==> src/rtl/servio_arb_mux_pkg.sv <==
// servio_arb_mux_pkg: FSM state encodings and beat-count helpers
// shared by the servio arbitrating memory mux and its arbiter.
package servio_arb_mux_pkg;

    localparam logic [1:0] ST_IDLE  = 2'd0;
    localparam logic [1:0] ST_ISSUE = 2'd1;
    localparam logic [1:0] ST_WAIT  = 2'd2;
    localparam logic [1:0] ST_ACK   = 2'd3;

    function automatic int lg2(input int v);
        return (v <= 1) ? 0 : $clog2(v);
    endfunction

    function automatic int beats_of(input int dw);
        return 32 / dw;
    endfunction

    function automatic int idx_w(input int n);
        return (n > 1) ? $clog2(n) : 1;
    endfunction

endpackage

==> src/rtl/servio_arb_mux_if.sv <==
// servio_arb_mux_if: Wishbone slave ports (NPORTS x 32-bit) plus the
// shared Avalon-MM memory port. slave = mux side, master = environment.
interface servio_arb_mux_if #(
    parameter int NPORTS = 4,
    parameter int MEM_DW = 8,
    parameter int AW     = 10
);
    logic [NPORTS*32-1:0] wb_adr;
    logic [NPORTS-1:0]    wb_cyc;
    logic [NPORTS-1:0]    wb_we;
    logic [NPORTS*32-1:0] wb_dat;
    logic [NPORTS*4-1:0]  wb_sel;
    logic [31:0]          wb_rdt;
    logic [NPORTS-1:0]    wb_ack;

    logic [AW-1:0]        avm_address;
    logic                 avm_read;
    logic                 avm_write;
    logic [MEM_DW-1:0]    avm_writedata;
    logic [MEM_DW/8-1:0]  avm_byteenable;
    logic                 avm_waitrequest;
    logic [MEM_DW-1:0]    avm_readdata;
    logic                 avm_readdatavalid;

    modport slave (
        input  wb_adr, wb_cyc, wb_we, wb_dat, wb_sel,
        output wb_rdt, wb_ack,
        output avm_address, avm_read, avm_write,
        output avm_writedata, avm_byteenable,
        input  avm_waitrequest, avm_readdata, avm_readdatavalid
    );

    modport master (
        output wb_adr, wb_cyc, wb_we, wb_dat, wb_sel,
        input  wb_rdt, wb_ack,
        input  avm_address, avm_read, avm_write,
        input  avm_writedata, avm_byteenable,
        output avm_waitrequest, avm_readdata, avm_readdatavalid
    );
endinterface

==> src/rtl/servio_arb_mux_rr_arbiter.sv <==
// servio_rr_arbiter: combinational round-robin pick of the first
// requester after i_ptr (wrapping). Ports: i_req, i_ptr -> o_gnt, o_idx, o_any.
module servio_rr_arbiter
    import servio_arb_mux_pkg::*;
#(
    parameter int NPORTS = 4,
    parameter int PW     = idx_w(NPORTS)
) (
    input  logic [NPORTS-1:0] i_req,
    input  logic [PW-1:0]     i_ptr,
    output logic [NPORTS-1:0] o_gnt,
    output logic [PW-1:0]     o_idx,
    output logic              o_any
);
    always_comb begin
        o_gnt = '0;
        o_idx = '0;
        o_any = 1'b0;
        for (int k = 1; k <= NPORTS; k++) begin
            if (!o_any && i_req[(int'(i_ptr) + k) % NPORTS]) begin
                o_any = 1'b1;
                o_idx = PW'((int'(i_ptr) + k) % NPORTS);
                o_gnt[(int'(i_ptr) + k) % NPORTS] = 1'b1;
            end
        end
    end
endmodule

==> src/rtl/servio_arb_mux.sv <==
// servio_arb_mux: round-robin mux of NPORTS Wishbone masters onto one
// Avalon-MM port; each 32-bit access is split into 32/MEM_DW beats.
// Ports: clk, reset (sync, active high), bus (servio_arb_mux_if.slave).
module servio_arb_mux
    import servio_arb_mux_pkg::*;
#(
    parameter int NPORTS     = 4,
    parameter int DATA_DEPTH = 1024,
    parameter int MEM_DW     = 8
) (
    input logic clk,
    input logic reset,
    servio_arb_mux_if.slave bus
);
    localparam int AW    = $clog2(DATA_DEPTH);
    localparam int BEATS = beats_of(MEM_DW);
    localparam int BW    = lg2(BEATS);
    localparam int OFS   = lg2(MEM_DW / 8);
    localparam int NB    = MEM_DW / 8;
    localparam int CW    = BW + 1;
    localparam int PW    = idx_w(NPORTS);

    logic [1:0]        r_state;
    logic [PW-1:0]     r_ptr;
    logic [PW-1:0]     r_gnt;
    logic [NPORTS-1:0] r_gnt_oh;
    logic [NPORTS-1:0] r_ack;
    logic [AW-1:0]     r_base;
    logic              r_we;
    logic [31:0]       r_dat;
    logic [3:0]        r_sel;
    logic [CW-1:0]     r_beat;
    logic [CW-1:0]     r_rcnt;
    logic [31:0]       r_rdata;

    logic [NPORTS-1:0] w_req;
    logic [NPORTS-1:0] w_gnt_oh;
    logic [PW-1:0]     w_gnt;
    logic              w_any;
    logic              w_issue;
    logic              w_acc;
    logic              w_last;
    logic              w_rv;
    logic [CW-1:0]     w_rcnt_nx;
    logic              w_done;

    // masking by ack keeps a held cyc from being re-granted in its ack cycle
    assign w_req = bus.wb_cyc & ~r_ack;

    servio_rr_arbiter #(
        .NPORTS(NPORTS),
        .PW    (PW)
    ) u_arb (
        .i_req(w_req),
        .i_ptr(r_ptr),
        .o_gnt(w_gnt_oh),
        .o_idx(w_gnt),
        .o_any(w_any)
    );

    assign w_issue = (r_state == ST_ISSUE);
    assign w_acc   = w_issue && !bus.avm_waitrequest;
    assign w_last  = (r_beat == CW'(BEATS - 1));

    // read beats may return while later beats are still being issued
    assign w_rv = bus.avm_readdatavalid
               && (r_rcnt != CW'(BEATS))
               && ((w_issue && !r_we) || r_state == ST_WAIT);
    assign w_rcnt_nx = r_rcnt + CW'(w_rv);
    assign w_done    = (w_rcnt_nx == CW'(BEATS));

    // low address bits select the beat within the 32-bit word
    assign bus.avm_address = w_issue
        ? ((r_base & ~AW'(BEATS - 1)) | AW'(r_beat)) : '0;
    assign bus.avm_read  = w_issue && !r_we;
    assign bus.avm_write = w_issue && r_we;
    assign bus.avm_writedata = (w_issue && r_we)
        ? r_dat[int'(r_beat)*MEM_DW +: MEM_DW] : '0;
    assign bus.avm_byteenable = (w_issue && r_we)
        ? r_sel[int'(r_beat)*NB +: NB] : '0;

    assign bus.wb_rdt = r_rdata;
    assign bus.wb_ack = r_ack;

    always_ff @(posedge clk) begin
        if (reset) begin
            r_state  <= ST_IDLE;
            r_ptr    <= PW'(NPORTS - 1);
            r_gnt    <= '0;
            r_gnt_oh <= '0;
            r_ack    <= '0;
            r_base   <= '0;
            r_we     <= 1'b0;
            r_dat    <= '0;
            r_sel    <= '0;
            r_beat   <= '0;
            r_rcnt   <= '0;
            r_rdata  <= '0;
        end else begin
            r_ack  <= '0;
            r_rcnt <= w_rcnt_nx;
            if (w_rv)
                r_rdata[int'(r_rcnt)*MEM_DW +: MEM_DW] <= bus.avm_readdata;
            unique case (r_state)
                ST_IDLE: begin
                    if (w_any) begin
                        r_gnt    <= w_gnt;
                        r_gnt_oh <= w_gnt_oh;
                        r_base   <= AW'(bus.wb_adr[int'(w_gnt)*32 +: 32] >> OFS);
                        r_we     <= bus.wb_we[w_gnt];
                        r_dat    <= bus.wb_dat[int'(w_gnt)*32 +: 32];
                        r_sel    <= bus.wb_sel[int'(w_gnt)*4 +: 4];
                        r_beat   <= '0;
                        r_rcnt   <= '0;
                        r_state  <= ST_ISSUE;
                    end
                end
                ST_ISSUE: begin
                    if (w_acc) begin
                        if (!w_last) begin
                            r_beat <= r_beat + CW'(1);
                        end else if (r_we || w_done) begin
                            r_ack   <= r_gnt_oh;
                            r_state <= ST_ACK;
                        end else begin
                            r_state <= ST_WAIT;
                        end
                    end
                end
                ST_WAIT: begin
                    if (w_done) begin
                        r_ack   <= r_gnt_oh;
                        r_state <= ST_ACK;
                    end
                end
                ST_ACK: begin
                    r_ptr   <= r_gnt;
                    r_state <= ST_IDLE;
                end
                default: r_state <= ST_IDLE;
            endcase
        end
    end
endmodule

==> src/flat_wrapper.sv <==
// flat-port wrapper written by rule: the top's interface ports become plain ports
module servio_arb_mux_flat import servio_arb_mux_pkg::*;
#(
    parameter int NPORTS     = 4,
    parameter int DATA_DEPTH = 1024,
    parameter int MEM_DW     = 8
)
  (clk, reset, bus_wb_adr, bus_wb_cyc, bus_wb_we, bus_wb_dat, bus_wb_sel, bus_wb_rdt, bus_wb_ack, bus_avm_address, bus_avm_read, bus_avm_write, bus_avm_writedata, bus_avm_byteenable, bus_avm_waitrequest, bus_avm_readdata, bus_avm_readdatavalid);
  servio_arb_mux_if #(.NPORTS(NPORTS), .MEM_DW(MEM_DW), .AW(10)) bus_i ();
  input logic clk;
  input logic reset;
  input wire logic [$bits(bus_i.wb_adr)-1:0] bus_wb_adr;
  input wire logic [$bits(bus_i.wb_cyc)-1:0] bus_wb_cyc;
  input wire logic [$bits(bus_i.wb_we)-1:0] bus_wb_we;
  input wire logic [$bits(bus_i.wb_dat)-1:0] bus_wb_dat;
  input wire logic [$bits(bus_i.wb_sel)-1:0] bus_wb_sel;
  output wire logic [$bits(bus_i.wb_rdt)-1:0] bus_wb_rdt;
  output wire logic [$bits(bus_i.wb_ack)-1:0] bus_wb_ack;
  output wire logic [$bits(bus_i.avm_address)-1:0] bus_avm_address;
  output wire logic [$bits(bus_i.avm_read)-1:0] bus_avm_read;
  output wire logic [$bits(bus_i.avm_write)-1:0] bus_avm_write;
  output wire logic [$bits(bus_i.avm_writedata)-1:0] bus_avm_writedata;
  output wire logic [$bits(bus_i.avm_byteenable)-1:0] bus_avm_byteenable;
  input wire logic [$bits(bus_i.avm_waitrequest)-1:0] bus_avm_waitrequest;
  input wire logic [$bits(bus_i.avm_readdata)-1:0] bus_avm_readdata;
  input wire logic [$bits(bus_i.avm_readdatavalid)-1:0] bus_avm_readdatavalid;
  assign bus_i.wb_adr = bus_wb_adr;
  assign bus_i.wb_cyc = bus_wb_cyc;
  assign bus_i.wb_we = bus_wb_we;
  assign bus_i.wb_dat = bus_wb_dat;
  assign bus_i.wb_sel = bus_wb_sel;
  assign bus_wb_rdt = bus_i.wb_rdt;
  assign bus_wb_ack = bus_i.wb_ack;
  assign bus_avm_address = bus_i.avm_address;
  assign bus_avm_read = bus_i.avm_read;
  assign bus_avm_write = bus_i.avm_write;
  assign bus_avm_writedata = bus_i.avm_writedata;
  assign bus_avm_byteenable = bus_i.avm_byteenable;
  assign bus_i.avm_waitrequest = bus_avm_waitrequest;
  assign bus_i.avm_readdata = bus_avm_readdata;
  assign bus_i.avm_readdatavalid = bus_avm_readdatavalid;
  servio_arb_mux #(.NPORTS(NPORTS), .DATA_DEPTH(DATA_DEPTH), .MEM_DW(MEM_DW)) u_core (.clk(clk), .reset(reset), .bus(bus_i));
endmodule
==> config.mk <==
export PLATFORM = sky130hd
export DESIGN_NAME = servio_arb_mux_flat
export DESIGN_NICKNAME = d
export VERILOG_FILES = /design/src/rtl/servio_arb_mux_pkg.sv /design/src/rtl/servio_arb_mux_if.sv /design/src/rtl/servio_arb_mux_rr_arbiter.sv /design/src/rtl/servio_arb_mux.sv /design/src/flat_wrapper.sv
export SDC_FILE = /design/constraint.sdc
export NUM_CORES = 1
export LEC_CHECK = 0
export ABC_AREA = 1
export CAP_MARGIN = 15
export CORE_AREA = 2 2 137 139
export DETAILED_ROUTE_END_ITERATION = 10
export DIE_AREA = 0 0 139 141
export PLACE_DENSITY = 0.79
export SYNTH_ARGS = -nofsm -noshare
export SYNTH_HDL_FRONTEND = slang
export SYNTH_SLANG_ARGS = --single-unit
==> constraint.sdc <==
create_clock -name clk -period 6.2 [get_ports clk]
set_input_delay 1.24 -clock clk [delete_from_list [all_inputs] [get_ports clk]]
set_output_delay 1.24 -clock clk [all_outputs]
set_load 0.02 [all_outputs]
==> results by stage <==
Clock network:
- The H-tree was split into 3 levels.
- Once the clock tree was built, the resizer swapped 0 gates to a different size.
- The clock insertion delay at the later pin of the skew report is 0.34 ns.
- The number of sinks handled by clock tree synthesis is 97.
- Buffers inserted during clock tree synthesis total 9.
- The post-CTS setup repair buffer count is 0.
- For this design, the CTS-stage hold fixing added 0 buffers.
- TritonCTS built the clock tree.
- The root buffer selected by CTS is clkbuf_16.
- The deepest clock path buffer count is 2.
- After clock tree synthesis, the clock-pin slew on the worst setup and hold paths is roughly 0.070 ns.

STA:
- Setup violations remaining at the end of the flow were counted as 0.
- The achievable clock frequency is approximately 240 MHz.
- The setup total negative slack is 0 ns.
- Setup repair after global routing left no endpoint under its margin.
- The count of endpoints failing hold in the final timing report is 0.
- Once routing completed, OpenROAD measured the worst setup slack at just under 2 ns.
- Between clock sinks in the finished design, the worst skew comes to between 0.005 and 0.006 ns.
- The headroom to the max-slew limit is 42.92%.
- The ratio of final minimum period to clock period is 67.94%.
- For the pin with the worst max-slew slack, the measured transition is 0.8552 ns.
- The clock period could shrink to approximately 4.2 ns.
- The number of pins with negative max-slew slack in the final report was 0.

Worst setup path:
- The signal on the critical path passes through inv_1 -> a21oi_1 -> o21ai_0 -> a21oi_1 -> clkdlybuf4s50_1.
- The critical path contains buffers and inverters numbering 2 combined.
- The cell family with the largest share of critical-path delay is buffers and inverters.
- At the worst endpoint, the arrival time is roughly 3.0 ns.
- The beginning of the worst register-to-register path is u_core.r_ptr[0]$_SDFFE_PP1N_.
- The minimum setup slack among reg-to-reg paths is roughly 2.5 ns.
- The data required time at the worst endpoint is between 4 and 5 ns.
- The top fanout value on the critical path is 24.
- The critical path is of the register to output port type.
- The cell with the most instances on the worst path is a21oi_1.
- The worst setup path is launched from a register.
- The endpoint identified for the worst register-to-register timing path is u_core.r_sel[1]$_SDFFE_PP0P_.
- For the worst flop-to-flop path, the logic depth is 15.
- STA classifies the critical path endpoint as an output port.
- The delay of the slowest cell on the worst path is 0.74 ns.
- The slowest stage of the critical path is the dfxtp_1 cell.

Layout:
- The area growth from synthesis to layout is 49.14%.
- The number of nets in the layout is ~1500.
- The combined area of the multi-input logic cells is about 3400 sq um.
- In the layout the commonest cells are 311 x nand2_1, 252 x clkdlybuf4s50_1, 126 x nand3_1.
- The total area of sequential cells is 1942 sq um.
- The repair_antennas step left the layout with diodes totalling 0.
- The most common cell after layout, fill and taps aside is nand2_1.
- Cells with a size suffix above 1 make up 4.522% of the layout.
- The filler cells instantiated in the layout total ~1900.

Floorplanning:
- The horizontal extent of the die is between 100 and 150 um.
- The die covers approximately 20000 sq um.
- The floorplan step defined a core boundary enclosing approximately 18000 sq um.
- The effective utilization at floorplan is around a third.
- From bottom edge to top edge, the die measures roughly 140 um.
- During I/O placement, the number of pins put on the boundary was 349.
- The site row count is 50.

Placement:
- The placed wire-length estimate is between 15000 and 20000 um.
- The worst setup slack after placement is 1.776 ns.
- The placer congestion estimate is a little over 0.8.
- The count of buffers added on input and output ports is between 200 and 300.

Route:
- The remaining number of nets flagged by the antenna check after routing is 0.
- In the final routed layout, each cell accounts on average for between 10 and 15 um.
- For this run, design rule violations remaining after detail routing come to 0.
- After the first detailed-routing iteration, the DRC count stood at between 400 and 500.
- After detailed routing, the total wire length is 20700 um.
- The total vias in the final route is ~6900.
- Dividing the detail-routed via count by the number of cells gives about 4.9.
- The number of iterations in the first detailed-routing pass is 5.

Synth:
- The share of async-settable or async-resettable flops after synthesis is 0%.
- The number of nets handed over by synthesis was 1258.
- The post-synthesis simple-gate area fraction is around two fifths.
- The multiplexer share of the synthesized area is 0%.
- Sorting the synthesized cells by area gives the leading types as dfxtp_1 33%, nand2_1 20%, nand3_1 11%.
- After synthesis, the largest family of logic cells by area is simple AND/OR/NAND/NOR gates.
- Summing the areas of all compound-gate instances in the mapped netlist gives between 10% and 20% of the synthesized area.
- The post-synthesis register bit count is 97.
- The most used flip-flop cell after synthesis is dfxtp_1.
- The synthesized netlist occupies a cell area of roughly 5900 sq um.
- In this run, distinct cell masters in the synthesized netlist total 36.
- Each instance of the synthesized netlist takes up on average a little over 6 sq um.
- The cell count after synthesis is 950.
- The number of synthesized flops with an enable pin is 0.
- Summing the sequential cell areas from Yosys gives roughly a third of the chip area.
- The synthesized netlist devotes 3.383% of its cell area to adder and majority cells.
- Yosys printed 0 warnings.
- The synthesized netlist devotes 0% of its cell area to XOR and XNOR gates.
- The synthesized design devotes to its leading area cell type between 30 and 40% of total area.
- The largest area contributor in the netlist is dfxtp_1.

Global route:
- The number of global-route vias before repair is approximately 6500.
- The remaining global-route overflow is 0.
- The wire length of the first global-routing pass is 32260 um.
- The number of antenna violations at the first check in global routing was 0.
- Entering global routing, the biggest net connects a little over 70 pins.
- For this run, the total global-route usage over all layers was measured as between 20% and 30%.

Power:
- The power density normalized to cell area is 366.2 nW/um^2.
- VDD sags by at most 0.1781 mV.
- The leakage component of the power is around 4 nW.

Min path:
- The sink of the worst hold path is u_core.r_base[8]$_SDFFE_PP0P_.
- In this run the most critical hold path is launched from u_core.r_base[8]$_SDFFE_PP0P_.
- In this run the worst hold path is classified as register to register.
- Along the worst hold path, the cell count comes to 2.

Run status:
- The run finished with clean final reports.

Run:
- The max-capacitance violation count is 0.
[state kept, by name, summed over array words and instances, names as in the netlist]
name               cells
u_core.bus.wb_ack      4
u_core.bus.wb_rdt     32
u_core.r_base          8
u_core.r_beat          3
u_core.r_dat          32
u_core.r_gnt           2
u_core.r_gnt_oh        4
u_core.r_ptr           2
u_core.r_rcnt          3
u_core.r_sel           4
u_core.r_state         2
u_core.r_we            1
[worst max-delay path by stage]
| stage | startpoint | to | cells after the start |
|---|---|---|---|
| 3_3_place_gp | bus_wb_cyc[2] | u_core.r_dat[10]$_SDFFE_PP0P_ | 12 |
| 3_5_place_dp | bus_wb_cyc[2] | u_core.r_sel[1]$_SDFFE_PP0P_ | 14 |
| 5_1_grt | bus_wb_cyc[0] | u_core.r_sel[1]$_SDFFE_PP0P_ | 14 |
| 4_1_cts | u_core.r_beat[0]$_SDFFE_PP0P_ | bus_avm_writedata[0] | 5 |
| 2_1_floorplan | u_core.r_state[1]$_SDFFE_PP0P_ | bus_avm_byteenable | 7 |
| 6_report | u_core.r_beat[0]$_SDFFE_PP0P_ | bus_avm_writedata[0] | 5 |
[report_power, final]
part           switching [W]  internal (W)
Combinational        0.00112      0.000609
Sequential          0.000104      0.000810
Clock               0.000241      0.000348
Total                0.00147       0.00177
[layout make-up]
type | count | share of cell area (%)
timing repair buffer | 258 | 29.32
inverter | 79 | 3.389
tap | 234 | 3.318
clock buffer | 13 | 3.063
multi-input combinational | 722 | 38.37
clock inverter | 3 | 0.5388
sequential | 97 | 22.00
[synthesized netlist by cell type, types with 3 or more instances]
cell / n
nor3_1: 8
nand2_2: 7
nand3_2: 4
buf_6: 5
inv_1: 71
ha_1: 16
buf_4: 8
dfxtp_1: 97
nor3b_1: 4
nand4_1: 3
or2_2: 5
inv_2: 6
nor2_1: 69
buf_2: 22
nand3_1: 126
o21ai_0: 52
clkbuf_1: 15
a21oi_1: 99
nand2_1: 311
[metal layers]
layer	GRT usage (%)	up-vias	wire [um]
met5	0	-	0
met4	5.104	0	379
met3	5.808	26	1483
met2	36.66	238	10180
met1	23.50	3123	8654
li1	-	3508	-
[worst min-delay path, stage by stage, from the launching register on]
cell and delay [ns]:
dfxtp_1 0.31, nand2_1 0.06, nand2_1 0.05
[stage by stage]
step                      std cells  hold slack, ns  power [W]  utilization (%)  cell area [sq um]
after global placement         1388          0.4366   0.002631            46.38               8472
after global routing           1406          0.4715   0.003517            48.31               8825
after CTS                      1404          0.4577   0.003258            48.12               8790
after floorplan                 950          0.4208   0.002182                -               5917
final                          1406          0.4557   0.003232            48.31               8825
after detailed placement       1388          0.4444   0.002658            46.38               8472
[cell families after synthesis]
family	count (synthesis)
flip-flops	97
buffers and inverters	131
adder cells (fa/ha/maj)	16
AND/OR/NAND/NOR	547
AO/OA/AOI/OAI	159
No activity file was read; power rests on OpenSTA's default activity.
